--- config.mk ---
export PLATFORM = sky130hd
export DESIGN_NAME = lsq_mem_issue
export DESIGN_NICKNAME = d
export VERILOG_FILES = /design/src/rtl/lsq_mem_issue.sv
export SDC_FILE = /design/constraint.sdc
export NUM_CORES = 1
export LEC_CHECK = 0
export ABC_CLOCK_PERIOD_IN_PS = 12400
export BUFFER_PORTS_ARGS = -buffer_cell sky130_fd_sc_hd__buf_2
export CAP_MARGIN = 40
export CORE_AREA = 2 2 245 247
export DETAILED_ROUTE_END_ITERATION = 7
export DIE_AREA = 0 0 247 249
export PLACE_DENSITY = 0.78
export SETUP_SLACK_MARGIN = 0.5
export SLEW_MARGIN = 20
export SYNTH_ARGS = -nofsm -noshare
export SYNTH_HDL_FRONTEND = slang
export SYNTH_SLANG_ARGS = --single-unit
--- constraint.sdc ---
create_clock -name clk -period 12.4 [get_ports clk]
set_clock_uncertainty 0.15 [all_clocks]
set_input_delay 0.62 -clock clk [delete_from_list [all_inputs] [get_ports clk]]
set_output_delay 0.62 -clock clk [all_outputs]
set_load 0.1 [all_outputs]
--- src/rtl/lsq_mem_issue.sv ---
// lsq_mem_issue: in-order load/store queue issuing one memory op at a time to the cache,
// retiring loads with a one-cycle result pulse (hit data, or a miss marker after a fixed penalty).
module lsq_mem_issue #(
  parameter int DEPTH        = 8,
  parameter int MISS_PENALTY = 10,
  parameter int TAG_W        = 6
) (
  input  logic             clk,
  input  logic             rstn,
  input  logic             flush,
  input  logic             in_valid,
  output logic             in_ready,
  input  logic             in_is_store,
  input  logic             in_size,
  input  logic [31:0]      in_addr,
  input  logic [31:0]      in_data,
  input  logic [31:0]      in_pc,
  input  logic [TAG_W-1:0] in_tag,
  output logic [31:0]      PC_out,
  output logic [31:0]      address_out,
  output logic [31:0]      data_sw,
  output logic             memRead,
  output logic             memWrite,
  output logic             storeSize,
  output logic             fromLSQ,
  input  logic [31:0]      lw_data,
  input  logic             cacheMiss,
  output logic             res_valid,
  output logic [TAG_W-1:0] res_tag,
  output logic [31:0]      res_data,
  output logic             res_miss
);
  localparam int AW = $clog2(DEPTH);
  localparam int CW = $clog2(MISS_PENALTY + 1);
  typedef enum logic [1:0] {IDLE, REQ, RESP, MISS_WAIT} state_t;
  typedef struct packed {
    logic             is_store;
    logic             size;
    logic [31:0]      addr;
    logic [31:0]      data;
    logic [31:0]      pc;
    logic [TAG_W-1:0] tag;
  } entry_t;
  entry_t           mem_q [DEPTH];
  entry_t           head;
  state_t           state_q, state_d;
  logic [AW-1:0]    wr_ptr_q, rd_ptr_q;
  logic [AW:0]      count_q, count_d;
  logic [CW-1:0]    cnt_q, cnt_d;
  logic             res_valid_q, res_valid_d, res_miss_q, res_miss_d;
  logic [TAG_W-1:0] res_tag_q, res_tag_d;
  logic [31:0]      res_data_q, res_data_d;
  logic             push, pop, is_req;
  assign head        = mem_q[rd_ptr_q];
  assign is_req      = state_q == REQ;
  assign in_ready    = (count_q < (AW+1)'(DEPTH)) && !flush;
  assign push        = in_valid && in_ready;
  assign memRead     = is_req && !head.is_store;
  assign memWrite    = is_req && head.is_store;
  assign storeSize   = is_req && head.size;
  assign fromLSQ     = !is_req;
  assign address_out = is_req ? head.addr : '0;
  assign data_sw     = is_req ? head.data : '0;
  assign PC_out      = is_req ? head.pc : '0;
  assign res_valid   = res_valid_q;
  assign res_tag     = res_tag_q;
  assign res_data    = res_data_q;
  assign res_miss    = res_miss_q;
  always_comb begin
    state_d     = state_q;
    cnt_d       = cnt_q;
    pop         = 1'b0;
    res_valid_d = 1'b0;
    res_tag_d   = res_tag_q;
    res_data_d  = res_data_q;
    res_miss_d  = res_miss_q;
    case (state_q)
      IDLE: state_d = (count_q != '0) ? REQ : IDLE;
      REQ:  state_d = RESP;
      RESP: begin
        if (head.is_store || !cacheMiss) begin
          pop         = 1'b1;
          res_valid_d = !head.is_store;
          res_tag_d   = head.is_store ? res_tag_q : head.tag;
          res_data_d  = head.is_store ? res_data_q : lw_data;
          res_miss_d  = head.is_store ? res_miss_q : 1'b0;
        end else begin
          cnt_d   = CW'(MISS_PENALTY);
          state_d = MISS_WAIT;
        end
      end
      MISS_WAIT: begin
        cnt_d = cnt_q - CW'(1);
        if (cnt_q == CW'(1)) begin
          pop         = 1'b1;
          res_valid_d = 1'b1;
          res_tag_d   = head.tag;
          res_data_d  = '0;
          res_miss_d  = 1'b1;
        end
      end
      default: state_d = IDLE;
    endcase
    count_d = count_q + (AW+1)'(push) - (AW+1)'(pop);
    if (pop) state_d = (count_d != '0) ? REQ : IDLE;
    // Flush discards everything, including a response arriving this cycle.
    if (flush) begin
      state_d     = IDLE;
      cnt_d       = '0;
      count_d     = '0;
      res_valid_d = 1'b0;
      res_tag_d   = res_tag_q;
      res_data_d  = res_data_q;
      res_miss_d  = res_miss_q;
    end
  end
  always_ff @(posedge clk or negedge rstn) begin
    if (!rstn) begin
      state_q     <= IDLE;
      count_q     <= '0;
      cnt_q       <= '0;
      wr_ptr_q    <= '0;
      rd_ptr_q    <= '0;
      res_valid_q <= 1'b0;
      res_tag_q   <= '0;
      res_data_q  <= '0;
      res_miss_q  <= 1'b0;
    end else begin
      state_q     <= state_d;
      count_q     <= count_d;
      cnt_q       <= cnt_d;
      res_valid_q <= res_valid_d;
      res_tag_q   <= res_tag_d;
      res_data_q  <= res_data_d;
      res_miss_q  <= res_miss_d;
      if (flush) begin
        wr_ptr_q <= '0;
        rd_ptr_q <= '0;
      end else begin
        if (push) wr_ptr_q <= wr_ptr_q + AW'(1);
        if (pop) rd_ptr_q <= rd_ptr_q + AW'(1);
      end
    end
  end
  always_ff @(posedge clk) begin
    if (push) mem_q[wr_ptr_q] <= {in_is_store, in_size, in_addr, in_data, in_pc, in_tag};
  end
endmodule

Yosys cells after proc, flatten, opt, wreduce, memory -nomap -nowiden

Memories as Yosys holds them, arrays and structs flattened.
Index checks and enable logic that the tools add are counted.

Output and inout port bits: 141
Memory bits (writable): 832
Logic and storage cells: 84
Input bits: 141
Flip-flop bits (word level): 56
Memories kept: 1

Reductions and logical operators: 21
$add $sub $neg: 5
Eq/ne operators: 9
Mux-type cells: 37
Order comparisons: 1
Bitwise gates (word level): 1

Memories:

| memory | words | bits a word | read ports | clocked after Yosys merged registers in | write ports | line | text |
|---|---|---|---|---|---|---|---|
| mem_q  | 8     | 104         | 1          | 0                                       | 1           | 44   | `entry_t mem_q [DEPTH];` |

Operators by type and width:

| kind                                                                  | count |
|---|---|
| 32-bit two-way mux                                                    | 6 |
| 32-bit one-hot mux with 2 select lines                                | 1 |
| 6-bit two-way mux                                                     | 3 |
| 3-bit two-way mux                                                     | 4 |
| 4-bit two-way mux                                                     | 3 |
| 6-bit one-hot mux with 2 select lines                                 | 1 |
| 1-bit two-way mux                                                     | 11 |
| 4-bit one-hot mux with 2 select lines                                 | 1 |
| 4-bit nonzero test                                                    | 2 |
| 3-bit by 1-bit adder with 3-bit output, second input constant         | 2 |
| 2-bit two-way mux                                                     | 3 |
| 2-bit != test, second input constant                                  | 3 |
| 1-bit one-hot mux with 2 select lines                                 | 3 |
| 2-bit one-hot mux with 3 select lines                                 | 1 |
| 2-bit nonzero test                                                    | 3 |
| 1-bit logical AND                                                     | 5 |
| 5-bit AND reduction                                                   | 1 |
| 5-bit nonzero test                                                    | 1 |
| 4-bit by 1-bit adder with 4-bit output                                | 1 |
| 2-bit equality test, second input constant                            | 2 |
| 4-bit by 1-bit equality test with 1-bit output, second input constant | 1 |
| 1-bit logical NOT                                                     | 4 |
| 4-bit < comparator, second input constant                             | 1 |
| 4-bit != test, second input constant                                  | 1 |
| other kinds (9)                                                       | 10 |

Logic depth before layout (Yosys ltp)

Gate-level depths: netlist of run 1.

Depth after elaboration: 9
Gate-level depth with buffers: 14

Worst setup path after synthesis of run 1

No wires, ideal clock.

Kind: input-to-reg
Start: input in_valid
End: memory mem_q[0][0] in the netlist's numbering, enable pin
Slack: 3.227 ns
Arrival time: 8.329 ns
Required time: 11.556 ns
Stages: 5
Cell sequence: nor2b_1 > nor2b_1 > clkbuf_1 > nand2b_1 > nor3_1

Word-level cells in the longest chain between the ends: 3

RTL lines:

| item                                    | line | text |
|---|---|---|
| start, declared                         | 11   | `input logic in_valid,` |
| 1-bit logical AND                       | 57   | `assign push = in_valid && in_ready;` |
| 1-bit two-way mux                       | 146  | `if (push) mem_q[wr_ptr_q] <= {in_is_store, in_size, in_addr, in_data, in_pc, in_tag};` |
| 1-bit two-way mux (not written as such) | 146  |  |
| end, declared                           | 44   |  |

Every way passes these cells.

Worst setup path after layout of run 1

Start: register rd_ptr_q[1]
End: output PC_out[3]

Word-level cells in the longest chain between the ends: 2

RTL lines:

| item                   | line | text |
|---|---|---|
| start, declared        | 47   | `logic [AW-1:0] wr_ptr_q, rd_ptr_q;` |
| start signal, assigned | 141  | `if (pop) rd_ptr_q <= rd_ptr_q + AW'(1);` |
| memory 8 x 104 bit     | --   |  |
| 32-bit two-way mux     | 64   | `assign PC_out = is_req ? head.pc : '0;` |
| end, declared          | 19   | `output logic [31:0] PC_out,` |

Every way passes these cells.

==> flow_summary.ini, run 1 <==
[run_status]
status = finished with violations
violations = negative hold slack

[route]
vias_per_cell = 6.00
drc_errors = 0
dr.pass1.iters = 5
dr.first_iter.drc_count = 1388
wire_per_inst_um = 25.7
drt.antenna.violating_nets = 0
top_layer_used = met5
wl_met2_um = 36300
drt-met1-wl_um = 28000
via_count = 16600
drt_wl_total_um = 71400
dr_wl_met3_um = 5400

[run]
cap_violations = 0

[timing]
rsz0062_at_grt = false
hold_ws_ps = -0.315
setup_viol = 0
finalMaxSlewViolations = 0
final.setup.worst_slack_ps = 7640
relSlewSlack_pct = 23.8
finalHoldViolCount = 1
post-route-period-util_pct = 38.4
tightest_slew_ps = 1140
fmax_mhz = 210
period_minus_slack_ps = 4760
finalSetupTns_ps = 0

[critical_path]
endpoint = PC_out[3]
r2r_end = state_q[0]
critical_path_arrival_ps = 3990
cp-startpoint = rd_ptr_q[1]
rrSetupSlack_ps = 7640
required_ps = 11630
r2r-start = rd_ptr_q[0]
worstSetupPathType = reg2out
critical_path.endpoint_type = output pin
crit_fanout = 50
worstRegToRegCells = 13
critPathLaunchType = flip-flop

[die]
die_w_um = 247
coreArea_mm2 = 0.0587
initial_core_util_pct = 58.6
die_h_um = 249
die-area_mm2 = 0.0615
io_pins = 282
fp-row-count = 89

[synthesis]
syn_area_mm2 = 0.0344
async_flop_share_pct = 6.31
ys_warn_count = 0
synth_cells = 1586
yosys_register_bits = 888
synth_area_leaders = edfxtp_1 (73%), mux4_2 (13%), dfrtp_1 (4.1%), mux2i_1 (3.0%), mux2_2 (1.6%)
ys_seq_area_share_pct = 76.7
post-synth-top-area-fraction_pct = 72.6
synth.top_cells.by_count = edfxtp_1 (832), mux4_2 (206), nor2_1 (118), mux2i_1 (102), dfrtp_1 (56)
yosys.area.top_type = edfxtp_1
ys.flop_type = edfxtp_1
synth_edf_count = 832
synth_most_common_cell = edfxtp_1
yosys.cell_types.count = 48
synth.avg_cell_area_um2 = 21.7
synth_nets = 1740

[clock_tree]
cts_resized = 0
htree_num_levels = 3
cts.sink_count = 888
cts_root_buf = clkbuf_16
cts_hold_buf = 0
cts_tree = done
cts_setup_buffers = 0
clk_pin_slew_ps = 60
clock_path_buffers = 3
clkLatencyLatePin_ps = 620
tritoncts.num_buffers = 88

[grt]
grt_pass1_vias = 17800
overflow = 0
grt_max_degree = 114
antenna_found_initial = 17
track_usage_pct = 23.5
grt_pass1_wl_um = 108000

[place]
place_ws_ps = 7610
io_buffer_count = 281
place.gp.congestion = 0.751
hpwlAfterDp_um = 38800

[layout]
nets = 2073
drive_gt1_share_pct = 36.1
syn2layout_area_growth_pct = 16.3
fin_util_pct = 68.1

[pwr]
vdd_ir_drop_max_mv = 0.240
p_leak_uw = 0.0132
powerDensity_mw_per_mm2 = 204

[min_path]
hold_class = in2async
[how the worst min path moves through the flow]
stage | cells past startpoint | endpoint | slack (ps) | from
2_1_floorplan | 0 | cnt_q[0] | 170 | rstn
3_3_place_gp | 1 | res_data[16] | 330 | res_data[16]
3_5_place_dp | 1 | res_data[21] | 340 | res_data[21]
4_1_cts | 2 | res_data[0] | 10 | rstn
5_1_grt | 2 | res_data[0] | 60 | rstn
6_report | 2 | res_data[0] | -0.3 | rstn
[worst max-delay path, cell delays in order, from the launching register on]
cell     delay [ps]
dfrtp_4         760
buf_4           690
buf_4           450
buf_12          290
mux4_2          350
mux2i_1         320
nor2_1           80
buf_2           330
[metal layers]
layer | vias up | track usage, %
li1 | 7162 | -
met1 | 8727 | 31.1
met2 | 621 | 39.1
met3 | 118 | 5.47
met4 | 20 | 7.26
met5 | - | 0
[cell families after synthesis]
logic type | after synthesis | synth area share [%]
AOI/OAI and AO/OA | 31 | 0.637
muxes | 357 | 18.1
and+or+nand+nor | 194 | 2.67
adders and majority gates | 13 | 0.495
DFF | 888 | 76.7
xor gates and xnor gates | 5 | 0.127
buffers and inverters | 98 | 1.31
[power by group]
part / switching (uW) / internal [uW] / total [uW]
clock: 1070 / 1510 / 2570
sequential: 76.9 / 3430 / 3510
combinational: 1550 / 513 / 2060
[stage by stage]
step,hold slack [ps],instances,power [uW],cell area [um2]
final,-0.315,2774,8140,40000
after floorplan,174,1586,5240,34400
after global placement,331,2583,5570,36700
after detailed placement,338,2598,5630,37100
after CTS,11.0,2761,8200,39900
after global routing,60.0,2770,8410,40000
[final cells by class]
cell class,instances,area [um2]
clock buffer,116,2440
inverter,13,50.0
multi-input combinational,600,7630
tap,773,967
timing repair buffer,328,2110
sequential,888,26400
fill,3551,18700
antenna,9,22.5
clock inverter,47,373
[cells in the final DEF (no fill, tap or decap), types with 20 or more instances in the layout]
| cell | n |
|---|---|
| clkbuf_16 | 93 |
| clkinv_1 | 23 |
| nor2_1 | 112 |
| edfxtp_1 | 832 |
| clkbuf_1 | 20 |
| buf_4 | 27 |
| mux2i_1 | 102 |
| nor2b_1 | 39 |
| mux4_2 | 206 |
| dfrtp_1 | 53 |
| buf_2 | 281 |
| mux2_2 | 49 |
[state kept, by name, summed over array words and instances, names as in the netlist]
signal and count:
wr_ptr_q 3, state_q 2, count_q 4, mem_q 832
rd_ptr_q 3, res_tag 6, res_data 32, res_valid 1
res_miss 1, cnt_q 4
No activity file was read; power rests on OpenSTA's default activity.
==> inputs of run 2 (changes only) <==
ABC_AREA = 1   (was unset)
ABC_CLOCK_PERIOD_IN_PS = 4300   (was 12400)
CORE_AREA = 2 2 256 258   (was 2 2 245 247)
DIE_AREA = 0 0 258 260   (was 0 0 247 249)
PLACE_DENSITY = 0.76   (was 0.78)
clock period = 4.3 ns   (was 12.4 ns; I/O delays follow)
==> flow_summary.ini, run 2 <==
[run_status]
status = completed

[clock_tree]
cts_root_buf = clkbuf_16
clk_pin_slew_ps = 60
cts_tree = done
htree_num_levels = 3
cts.sink_count = 888
tritoncts.num_buffers = 88
clkLatencyLatePin_ps = 630
clock_path_buffers = 3

[critical_path]
r2r-start = rd_ptr_q[0]
critical_path_arrival_ps = 3370
cpPeakStageDelay_ps = 660
worstRegToRegCells = 21
cp_slowest_cell = buf_12
worstSetupPathType = reg2out
crit_buf_inv = 2
crit_fanout = 177
r2r_end = state_q[0]
critical_path.endpoint_type = output pin
critPathMostFrequentCell = o21ai_0
required_ps = 3930
rrSetupSlack_ps = 760
cp-startpoint = rd_ptr_q[1]
cp.depth = 6
critPathTopFamily = buffers and inverters
cp_cell_sequence = buf_12 > o21ai_0 > o22ai_1 > o21ai_0 > a31oi_1 > clkbuf_4
critPathLaunchType = flip-flop
endpoint = data_sw[20]

[synthesis]
yosys_register_bits = 888
ys_seq_area_share_pct = 76.4
yosys.cell_types.count = 30
post-synth-top-area-fraction_pct = 72.3
synth.top_cells.by_count = edfxtp_1 (832), nor2_1 (628), o21ai_0 (500), nand2_1 (143), clkbuf_1 (108)
ys.flop_type = edfxtp_1
async_flop_share_pct = 6.31
synth_cells = 2659
syn_area_mm2 = 0.0346
ys_warn_count = 0
yosys.area.top_type = edfxtp_1
synth_area_leaders = edfxtp_1 (72%), o21ai_0 (7.2%), nor2_1 (6.8%), dfrtp_1 (4.1%), o22ai_1 (1.9%)
synth_edf_count = 832
synth_nets = 2813
synth.avg_cell_area_um2 = 13.0
synth_most_common_cell = edfxtp_1

[layout]
final_common_cell = edfxtp_1
syn2layout_area_growth_pct = 19.9
drive_gt1_share_pct = 15.3
mostFrequentLayoutCells = edfxtp_1 (832), nor2_1 (619), o21ai_0 (500), buf_2 (279), nand2_1 (143)
regMostFlops = mem_q
nets = 3191
largest_register_ffs = 832

[pwr]
intPower_uw = 15500
powerDensity_mw_per_mm2 = 581
seqPwrFrac_pct = 42.0
vdd_ir_drop_max_mv = 0.351
clockPowerShare_pct = 30.8
power_uw = 24100
pwr-share-comb_pct = 27.3
p_sw_share_pct = 35.7
p_leak_uw = 0.0147
p_switching_uw = 8590

[timing]
finalHoldViolCount = 0
hold_ws_ps = 179
relSlewSlack_pct = 36.2
finalSetupTns_ps = 0
finalMaxSlewViolations = 0
setup_viol = 0
fmax_mhz = 268
rsz0062_at_grt = true
post-route-period-util_pct = 86.8
period_minus_slack_ps = 3730
tightest_slew_ps = 958

[grt]
track_usage_pct = 24.9
overflow = 0
grt_pass1_wl_um = 129000
antenna_found_initial = 9
grt_max_degree = 178
grt_pass1_vias = 22800

[route]
dr.first_iter.drc_count = 2206
drc_errors = 0
vias_per_cell = 5.84
wire_per_inst_um = 21.3
via_count = 23200
drt_wl_total_um = 84600
drt.antenna.violating_nets = 0
dr.pass1.iters = 7

[place]
io_buffer_count = 281
place.gp.congestion = 0.827
hpwlAfterDp_um = 41100

[die]
die_w_um = 258
io_pins = 282
initial_core_util_pct = 53.9
coreArea_mm2 = 0.0641
fp-row-count = 93
die-area_mm2 = 0.0671
die_h_um = 260

[min_path]
hold_class = in2reg

[run]
cap_violations = 0
==> run 2: cell count changes after synthesis, sizes merged, moves of 13 or more <==
cell,before,now
o21ai,4,529
nor2,118,630
mux4,206,0
nand2,8,146
o22ai,0,104
mux2i,102,0
a31oi,5,97
clkbuf,40,108
mux2,49,0
nor2b,39,0
buf,45,69
inv,13,35
nand3,3,16
==> run 2: repair_timing <==
action,4_1_cts,5_1_grt
endpoints found under the setup margin,35,32
endpoints found under the hold margin,898,0
setup buffers,0,1
cloned,4,0
resized for setup,4,5
hold buffers,143,0
==> run 2: stage by stage <==
step	area [um2]	setup WS, ps	cells	utilization [%]
final	41400	569	3966	64.6
after global routing	41400	492	3965	64.6
after CTS	41300	513	3960	64.5
after detailed placement	36900	875	3652	57.6
after global placement	36900	969	3649	57.5
after floorplan	34600	595	2659	-
==> run 2: kinds of logic after synthesis <==
logic type,share of synthesized area (%)
flops,76.4
simple gates,8.79
compound gates,11.6
buf+inv,2.60
fa+ha+maj,0.492
xor+xnor,0.101
==> run 2: power groups by stage <==
| stage | registers, uW | logic [uW] | clock network (uW) |
|---|---|---|---|
| floorplan | 11600 | 3610 | 0 |
| global placement | 10300 | 6100 | 0 |
| detailed placement | 10300 | 6230 | 0 |
| CTS | 10100 | 6510 | 7500 |
| global route | 10100 | 6940 | 7850 |
| finish | 10100 | 6570 | 7410 |
==> run 2: worst min-delay path, cell delays in order <==
cell,delay [ps]
dlygate4sd3_1,510
buf_2,100
nand2_1,40
nand2_1,50
==> run 2: layout make-up <==
type	instances	area, um2
Clock inverter	57	458
Tap cell	855	1070
Fill cell	4430	22700
Timing Repair Buffer	465	3650
Sequential cell	888	26400
Inverter	35	149
Multi-Input combinational cell	1559	7350
Clock buffer	104	2350
Antenna cell	3	7.51
==> run 2: how the worst min path moves through the flow <==
stage | start | slack (ps) | to | cells past startpoint
after CTS | lw_data[1] | 130 | res_data[1] | 4
after global routing | lw_data[26] | 170 | res_data[26] | 4
final | lw_data[22] | 180 | res_data[22] | 4
after detailed placement | rstn | 110 | cnt_q[0] | 1
after global placement | rstn | 110 | res_tag[3] | 1
after floorplan | rstn | -230 | cnt_q[0] | 0
==> run 2: metal layers <==
| metal | up-vias | share of wire [%] | routed length (um) | GRT usage [%] |
|---|---|---|---|---|
| met5 | - | 0.095 | 80 | 0 |
| met4 | 14 | 2.2 | 1860 | 8.11 |
| met3 | 163 | 7.9 | 6640 | 4.13 |
| met2 | 1084 | 49 | 41600 | 41.9 |
| met1 | 11400 | 41 | 34400 | 33.5 |
| li1 | 10500 | - | - | - |
